--- config.mk ---
export PLATFORM = sky130hd
export DESIGN_NAME = gate_counter
export DESIGN_NICKNAME = d
export VERILOG_FILES = /design/src/rtl/gate_counter.sv
export SDC_FILE = /design/constraint.sdc
export NUM_CORES = 1
export LEC_CHECK = 0
export CORE_MARGIN = 5
export CORE_UTILIZATION = 55
export CTS_BUF_LIST = sky130_fd_sc_hd__clkbuf_8
export DETAILED_ROUTE_END_ITERATION = 7
export PLACE_DENSITY = 0.77
export SKIP_LAST_GASP = 1
export SYNTH_ARGS = -nofsm -noshare
export SYNTH_HDL_FRONTEND = slang
export SYNTH_SLANG_ARGS = --single-unit
--- constraint.sdc ---
create_clock -name clk -period 3.12 [get_ports clk]
set_clock_uncertainty 0.2 [all_clocks]
set_input_delay 0.624 -clock clk [delete_from_list [all_inputs] [get_ports clk]]
set_output_delay 0.624 -clock clk [all_outputs]
set_load 0.1 [all_outputs]
--- src/rtl/gate_counter.sv ---
// gate_counter
//   Counts rising edges of an asynchronous measured signal over a fixed window
//   of GATE_CYCLES system clocks. It publishes each completed window's count
//   with a one-cycle valid strobe, a saturation flag and the range flag that
//   was in effect while the window ran. Gates run back-to-back while enable
//   is high. A change of range during a gate discards that gate and restarts
//   it.
//
// Ports
//   clk            system clock; all logic runs on its rising edge
//   rst_n          asynchronous active-low reset
//   enable         1 = run continuous back-to-back gates
//   signalIn       asynchronous measured signal
//   highFrequency  asynchronous range flag
//   count          edges counted in the last completed gate
//   overflow       last completed gate saturated the edge counter
//   rangeHigh      range in effect for the last completed gate
//   countValid     one-cycle strobe marking a new result
//
// State | meaning
//   IDLE  | counters held at 0, waiting for enable
//   GATE  | window open: timer running, edges counted
//   DONE  | single cycle after a window closes; result just published
module gate_counter #(
  parameter int GATE_CYCLES = 50_000_000,
  parameter int COUNT_WIDTH = 32
) (
  input  logic                   clk,
  input  logic                   rst_n,
  input  logic                   enable,
  input  logic                   signalIn,
  input  logic                   highFrequency,
  output logic [COUNT_WIDTH-1:0] count,
  output logic                   overflow,
  output logic                   rangeHigh,
  output logic                   countValid
);

  localparam int TW = (GATE_CYCLES > 2) ? $clog2(GATE_CYCLES) : 1;
  localparam logic [TW-1:0] TMR_LAST = TW'(GATE_CYCLES - 1);

  typedef enum logic [1:0] {
    IDLE = 2'd0,
    GATE = 2'd1,
    DONE = 2'd2
  } state_t;

  state_t state, state_nxt;

  logic sig_meta, sig_sync, sig_prev;
  logic hf_meta, hf_sync;
  logic gate_range;
  logic [TW-1:0] timer;
  logic [COUNT_WIDTH-1:0] edge_cnt, edge_cnt_inc;
  logic sat, sat_inc;
  logic edge_pulse;
  logic start_gate, publish;

  always_ff @(posedge clk or negedge rst_n) begin
    if (!rst_n) begin
      sig_meta <= 1'b0;
      sig_sync <= 1'b0;
      sig_prev <= 1'b0;
      hf_meta  <= 1'b0;
      hf_sync  <= 1'b0;
    end else begin
      sig_meta <= signalIn;
      sig_sync <= sig_meta;
      sig_prev <= sig_sync;
      hf_meta  <= highFrequency;
      hf_sync  <= hf_meta;
    end
  end

  assign edge_pulse = sig_sync & ~sig_prev;

  // Value the edge counter takes this cycle if the gate stays open. The
  // result is loaded from this so an edge in the last gate cycle still counts.
  always_comb begin
    edge_cnt_inc = edge_cnt;
    sat_inc      = sat;
    if (edge_pulse) begin
      if (&edge_cnt) sat_inc = 1'b1;
      else           edge_cnt_inc = edge_cnt + COUNT_WIDTH'(1);
    end
  end

  // Timer runs down from GATE_CYCLES-1; terminal count 0 closes the gate.
  // Dropping enable takes priority over a range change, which takes priority
  // over the terminal count.
  always_comb begin
    state_nxt  = state;
    start_gate = 1'b0;
    publish    = 1'b0;
    case (state)
      IDLE: begin
        if (enable) begin
          state_nxt  = GATE;
          start_gate = 1'b1;
        end
      end
      GATE: begin
        if (!enable) begin
          state_nxt = IDLE;
        end else if (hf_sync != gate_range) begin
          start_gate = 1'b1;
        end else if (timer == '0) begin
          state_nxt = DONE;
          publish   = 1'b1;
        end
      end
      DONE: begin
        if (enable) begin
          state_nxt  = GATE;
          start_gate = 1'b1;
        end else begin
          state_nxt = IDLE;
        end
      end
      default: state_nxt = IDLE;
    endcase
  end

  always_ff @(posedge clk or negedge rst_n) begin
    if (!rst_n) state <= IDLE;
    else        state <= state_nxt;
  end

  always_ff @(posedge clk or negedge rst_n) begin
    if (!rst_n) begin
      timer      <= '0;
      edge_cnt   <= '0;
      sat        <= 1'b0;
      gate_range <= 1'b0;
    end else begin
      if (start_gate) gate_range <= hf_sync;
      if (start_gate) begin
        timer    <= TMR_LAST;
        edge_cnt <= '0;
        sat      <= 1'b0;
      end else if (state_nxt != GATE) begin
        timer    <= '0;
        edge_cnt <= '0;
        sat      <= 1'b0;
      end else begin
        timer    <= timer - TW'(1);
        edge_cnt <= edge_cnt_inc;
        sat      <= sat_inc;
      end
    end
  end

  always_ff @(posedge clk or negedge rst_n) begin
    if (!rst_n) begin
      count      <= '0;
      overflow   <= 1'b0;
      rangeHigh  <= 1'b0;
      countValid <= 1'b0;
    end else begin
      countValid <= publish;
      if (publish) begin
        count     <= edge_cnt_inc;
        overflow  <= sat_inc;
        rangeHigh <= gate_range;
      end
    end
  end

endmodule

After elaboration in Yosys (flattened, before gate mapping):

Index checks and enable logic that the tools add are counted.

* flip-flop bits (word level): 102
* input port bits: 5
* word-level logic and storage cells: 50

* add/sub/neg operators: 2
* equality and inequality tests: 4
* muxes and demuxes: 24
* bitwise logic cells: 2
* reductions and logical operators: 4

Operators by type and width (count)
* 32-bit two-way mux: 4
* 26-bit two-way mux: 2
* 32-bit by 1-bit adder with 32-bit output, second input constant: 1
* 32-bit AND reduction: 1
* 26-bit logical NOT: 1
* 26-bit by 1-bit subtractor with 26-bit output, second input constant: 1
* 1-bit two-way mux: 12
* 2-bit two-way mux: 4
* 2-bit one-hot mux with 3 select lines: 1
* 2-bit by 1-bit == test with 1-bit output, second input constant: 1
* 2-bit == test, second input constant: 1
* 2-bit logical NOT: 1
* 2-bit by 1-bit != test with 1-bit output, second input constant: 1
* 1-bit one-hot mux with 2 select lines: 1
* 2-bit OR reduction: 1
* 1-bit bitwise AND: 1
* 1-bit != test: 1
* 1-bit NOT: 1

Logic depth before layout (Yosys ltp):

* word-level depth: 8
* depth in mapped cells: 10

Worst setup path before layout:

Ideal clock, no wire load.

* path kind: register to register
* from: register timer[13]
* to: register edge_cnt[11]
* setup time: 123 ps
* arrival time: 2266 ps
* required time: 2797 ps
* slack: 531 ps
* cell stages (with the launch flop): 10
* buffers on the path: 3
* cells stage by stage: dfrtp_1 > or4_4 > or4_1 > buf_4 > nor3b_4 > nand2b_1 > nand2b_1 > buf_4 > buf_6 > nor2_1

* cells in the longest elaborated chain, start to end: 8

Ends and longest elaborated chain
* start: declaration: RTL line 53 `logic [TW-1:0] timer;`
* start signal: assignment: RTL line 146 `timer <= timer - TW'(1);`
* 26-bit logical NOT: RTL line 107 `end else if (timer == '0) begin`
* 2-bit two-way mux: RTL line 107
* 2-bit two-way mux: RTL line 105 `end else if (hf_sync != gate_range) begin`
* 2-bit two-way mux: RTL line 103 `if (!enable) begin`
* 2-bit one-hot mux with 3 select lines: RTL line 95 `case (state)`
* 2-bit by 1-bit != test with 1-bit output: RTL line 141 `end else if (state_nxt != GATE) begin`
* 32-bit two-way mux: RTL line 141
* 32-bit two-way mux: RTL line 137 `if (start_gate) begin`
* end signal: assignment: RTL line 147 `edge_cnt <= edge_cnt_inc;`
* end: declaration: RTL line 54 `logic [COUNT_WIDTH-1:0] edge_cnt, edge_cnt_inc;`

No other way between the ends.
A chain may end at the register's enable or synchronous reset.

Final worst setup path:

* from: register timer[13]
* to: register edge_cnt[27]

The elaborated chain is that of the path after synthesis.

==> metrics.txt <==
DR vias/cell=between 5 and 6; final wirelength=approximately 9000 um; Unique masters post-synth=40; dominant synthesized flop cell=dfrtp_1; RSZ-0062 raised after global routing=false; setup TNS=0 ps; layout cells sized above 1=14.7%; Final Slew Violations=0; share of Yosys cell area claimed by the top area cell type=between 50% and 60%; total clock buffers created by CTS=9; Warnings, synthesis=0; antenna-violating nets left=0; DR pass1 iterations=4; DRC=0; area leader, netlist=dfrtp_1; most frequent cell after synthesis=dfrtp_1; Power Internal=1.82 mW; GRT Total Usage=between 10% and 20%; final setup fails=0; Post-Syn Instances=around 440; Worst-Margin Slew=796 ps; R2R cell count=7; crit start category=flip-flop; DIE AREA=10100 um^2; fraction of registers with async set/reset=100%; height of the die=roughly 100 um; status=finished, final reports clean; layout overhead on the synthesized area=14.4%; RD Place Congestion=a little under 0.9; CTS tree=yes; Cell Count, Final, Fillers Out=approximately 600; CP arrival=between 2000 and 3000 ps; Clock Power Share=a little over a third; pwr/cell area=between 400 and 500 nW/um^2; vias in the first global route=between 3k and 4k; pin count of the biggest net entering global routing=103; worst r2r src=timer[13]$_DFF_PN0_; largest fanout on the critical path=18; DP HPWL=roughly 6500 um; sequential group share of total power=58.1%; NetSw=roughly 0.59 mW; slew margin rel.=46.6%; number of antenna violations at the first check in global routing=0; Switching Share=around 24%; Seq cells post-synth=102; wire length per cell=15.1 um; Worst R2R End=edge_cnt[27]$_DFF_PN0_; Max Clk Rate=342 MHz; clk_lat worst skew=360 ps; DR iter-0 viols=151; Vias=3321; fin crit share=a little over nine tenths; clk slew on worst S/H paths=90 ps; HP Class=in2async; top cells by count, synth=dfrtp_1 (102), nand2_1 (53), nor2_1 (50); Post-synth EDFFs=0; Setup crit start=timer[13]$_DFF_PN0_; critical setup path kind=reg2reg; Post-Syn Area=about 4500 um^2; leakage=2.26 nW; hold_buf cts=0; CP endpoint kind=flip-flop; CP required=between 3000 and 4000 ps; Worst Slack Setup Final=198 ps; clock sink count=about 100; post-route cell area=5170 um^2; max-cap violation count=0; final hold viol count=0; Site Rows=33; pre-CTS setup slack=234 ps; gr ovfl total=0; Die W=101 um; post-CTS setup buffers=0; Clock Root Buffer=clkbuf_8; number of port buffers=39; H-Tree Level Count=3; VDD IR max=359 uV; Final #Nets=498; synthesized net count=451; Initial Utilization=55.8%; cells taking the most area after synthesis=dfrtp_1 (56%), xnor2_1 (5.6%), nand2_1 (4.4%); fin util=approximately 64%; global-route wire length before repair=15600 um; syn_area_per_cell=10.2 um^2; Tot Pwr=2.41 mW; Comb power frac=a little over 7%; ANT cells=0; post-synthesis sequential area ratio=56.5%; placed cells=585; WHS=just over 90 ps; CTS max path bufs=2; Tmin final=~3000 ps; Core ar.=8090 um^2; post_cts resized=0; Worst R2R Setup Slack=200 ps; Top-Level Pins=40; placed cell area=4970 um^2
[layout by cell type, fill, tap and decap left out, drive strengths merged, types with 5 or more instances in the layout]
cell type,n
a21oi,15
and3,6
and4,5
buf,50
clkbuf,10
dfrtp,102
inv,10
nand2,53
nand3,21
nand4,14
nor2,51
nor3,11
nor4,7
o21ai,47
xnor2,29
xor2,22
[critical path: stages (launching register included)]
cell and delay [ps]:
dfrtp_1 430, or4_4 560, or4_1 610, nor3b_4 290, nand2b_1 190, nand2b_1 180, buf_4 250, nor2_1 80
[power groups by stage]
stage / combinational (mW) / sequential (mW) / clock (mW)
finish: 0.173 / 1.40 / 0.837
global route: 0.194 / 1.41 / 0.916
CTS: 0.176 / 1.40 / 0.852
detailed placement: 0.174 / 1.43 / 0
global placement: 0.170 / 1.43 / 0
floorplan: 0.114 / 1.42 / 0
[layout make-up]
type | count | area (um^2)
fill | 682 | 2920
sequential | 102 | 2550
clock buffer | 10 | 138
timing repair buffer | 53 | 430
clock inverter | 6 | 62.6
inverter | 9 | 33.8
tap | 105 | 131
multi-input combinational | 316 | 1820
[state kept, by name (all words and copies together), names as in the netlist]
signal	count
count	32
countValid	1
edge_cnt	32
gate_range	1
hf_meta	1
hf_sync	1
overflow	1
rangeHigh	1
sat	1
sig_meta	1
sig_prev	1
sig_sync	1
state	2
timer	26
[kinds of logic (layout without fill, tap and decap cells)]
kind of cell | count (synthesis) | after routing | share of synthesized area [%]
buf+inv | 26 | 78 | 3.18
simple gates | 191 | 191 | 21.3
flops | 102 | 102 | 56.5
compound gates | 69 | 69 | 7.92
mux | 3 | 3 | 0.720
xor+xnor | 51 | 51 | 9.88
fa+ha+maj | 2 | 2 | 0.554
[worst max path at each step]
stage | to | slack [ps]
after detailed placement | edge_cnt[27]$_DFF_PN0_ | 230
after CTS | edge_cnt[27]$_DFF_PN0_ | 200
after global placement | sat$_DFF_PN0_ | 320
after global routing | edge_cnt[27]$_DFF_PN0_ | 40
final | edge_cnt[27]$_DFF_PN0_ | 200
after floorplan | edge_cnt[11]$_DFF_PN0_ | 530
[per-layer routing]
layer	part of all wire (%)	global-route usage [%]	vias to the layer above
met3	4.4	3.81	15
met4	1.9	7.25	0
met1	46	27.0	1631
li1	-	-	1607
met2	48	30.1	68
met5	0	0	-
Power figures use the tool's default switching activity.
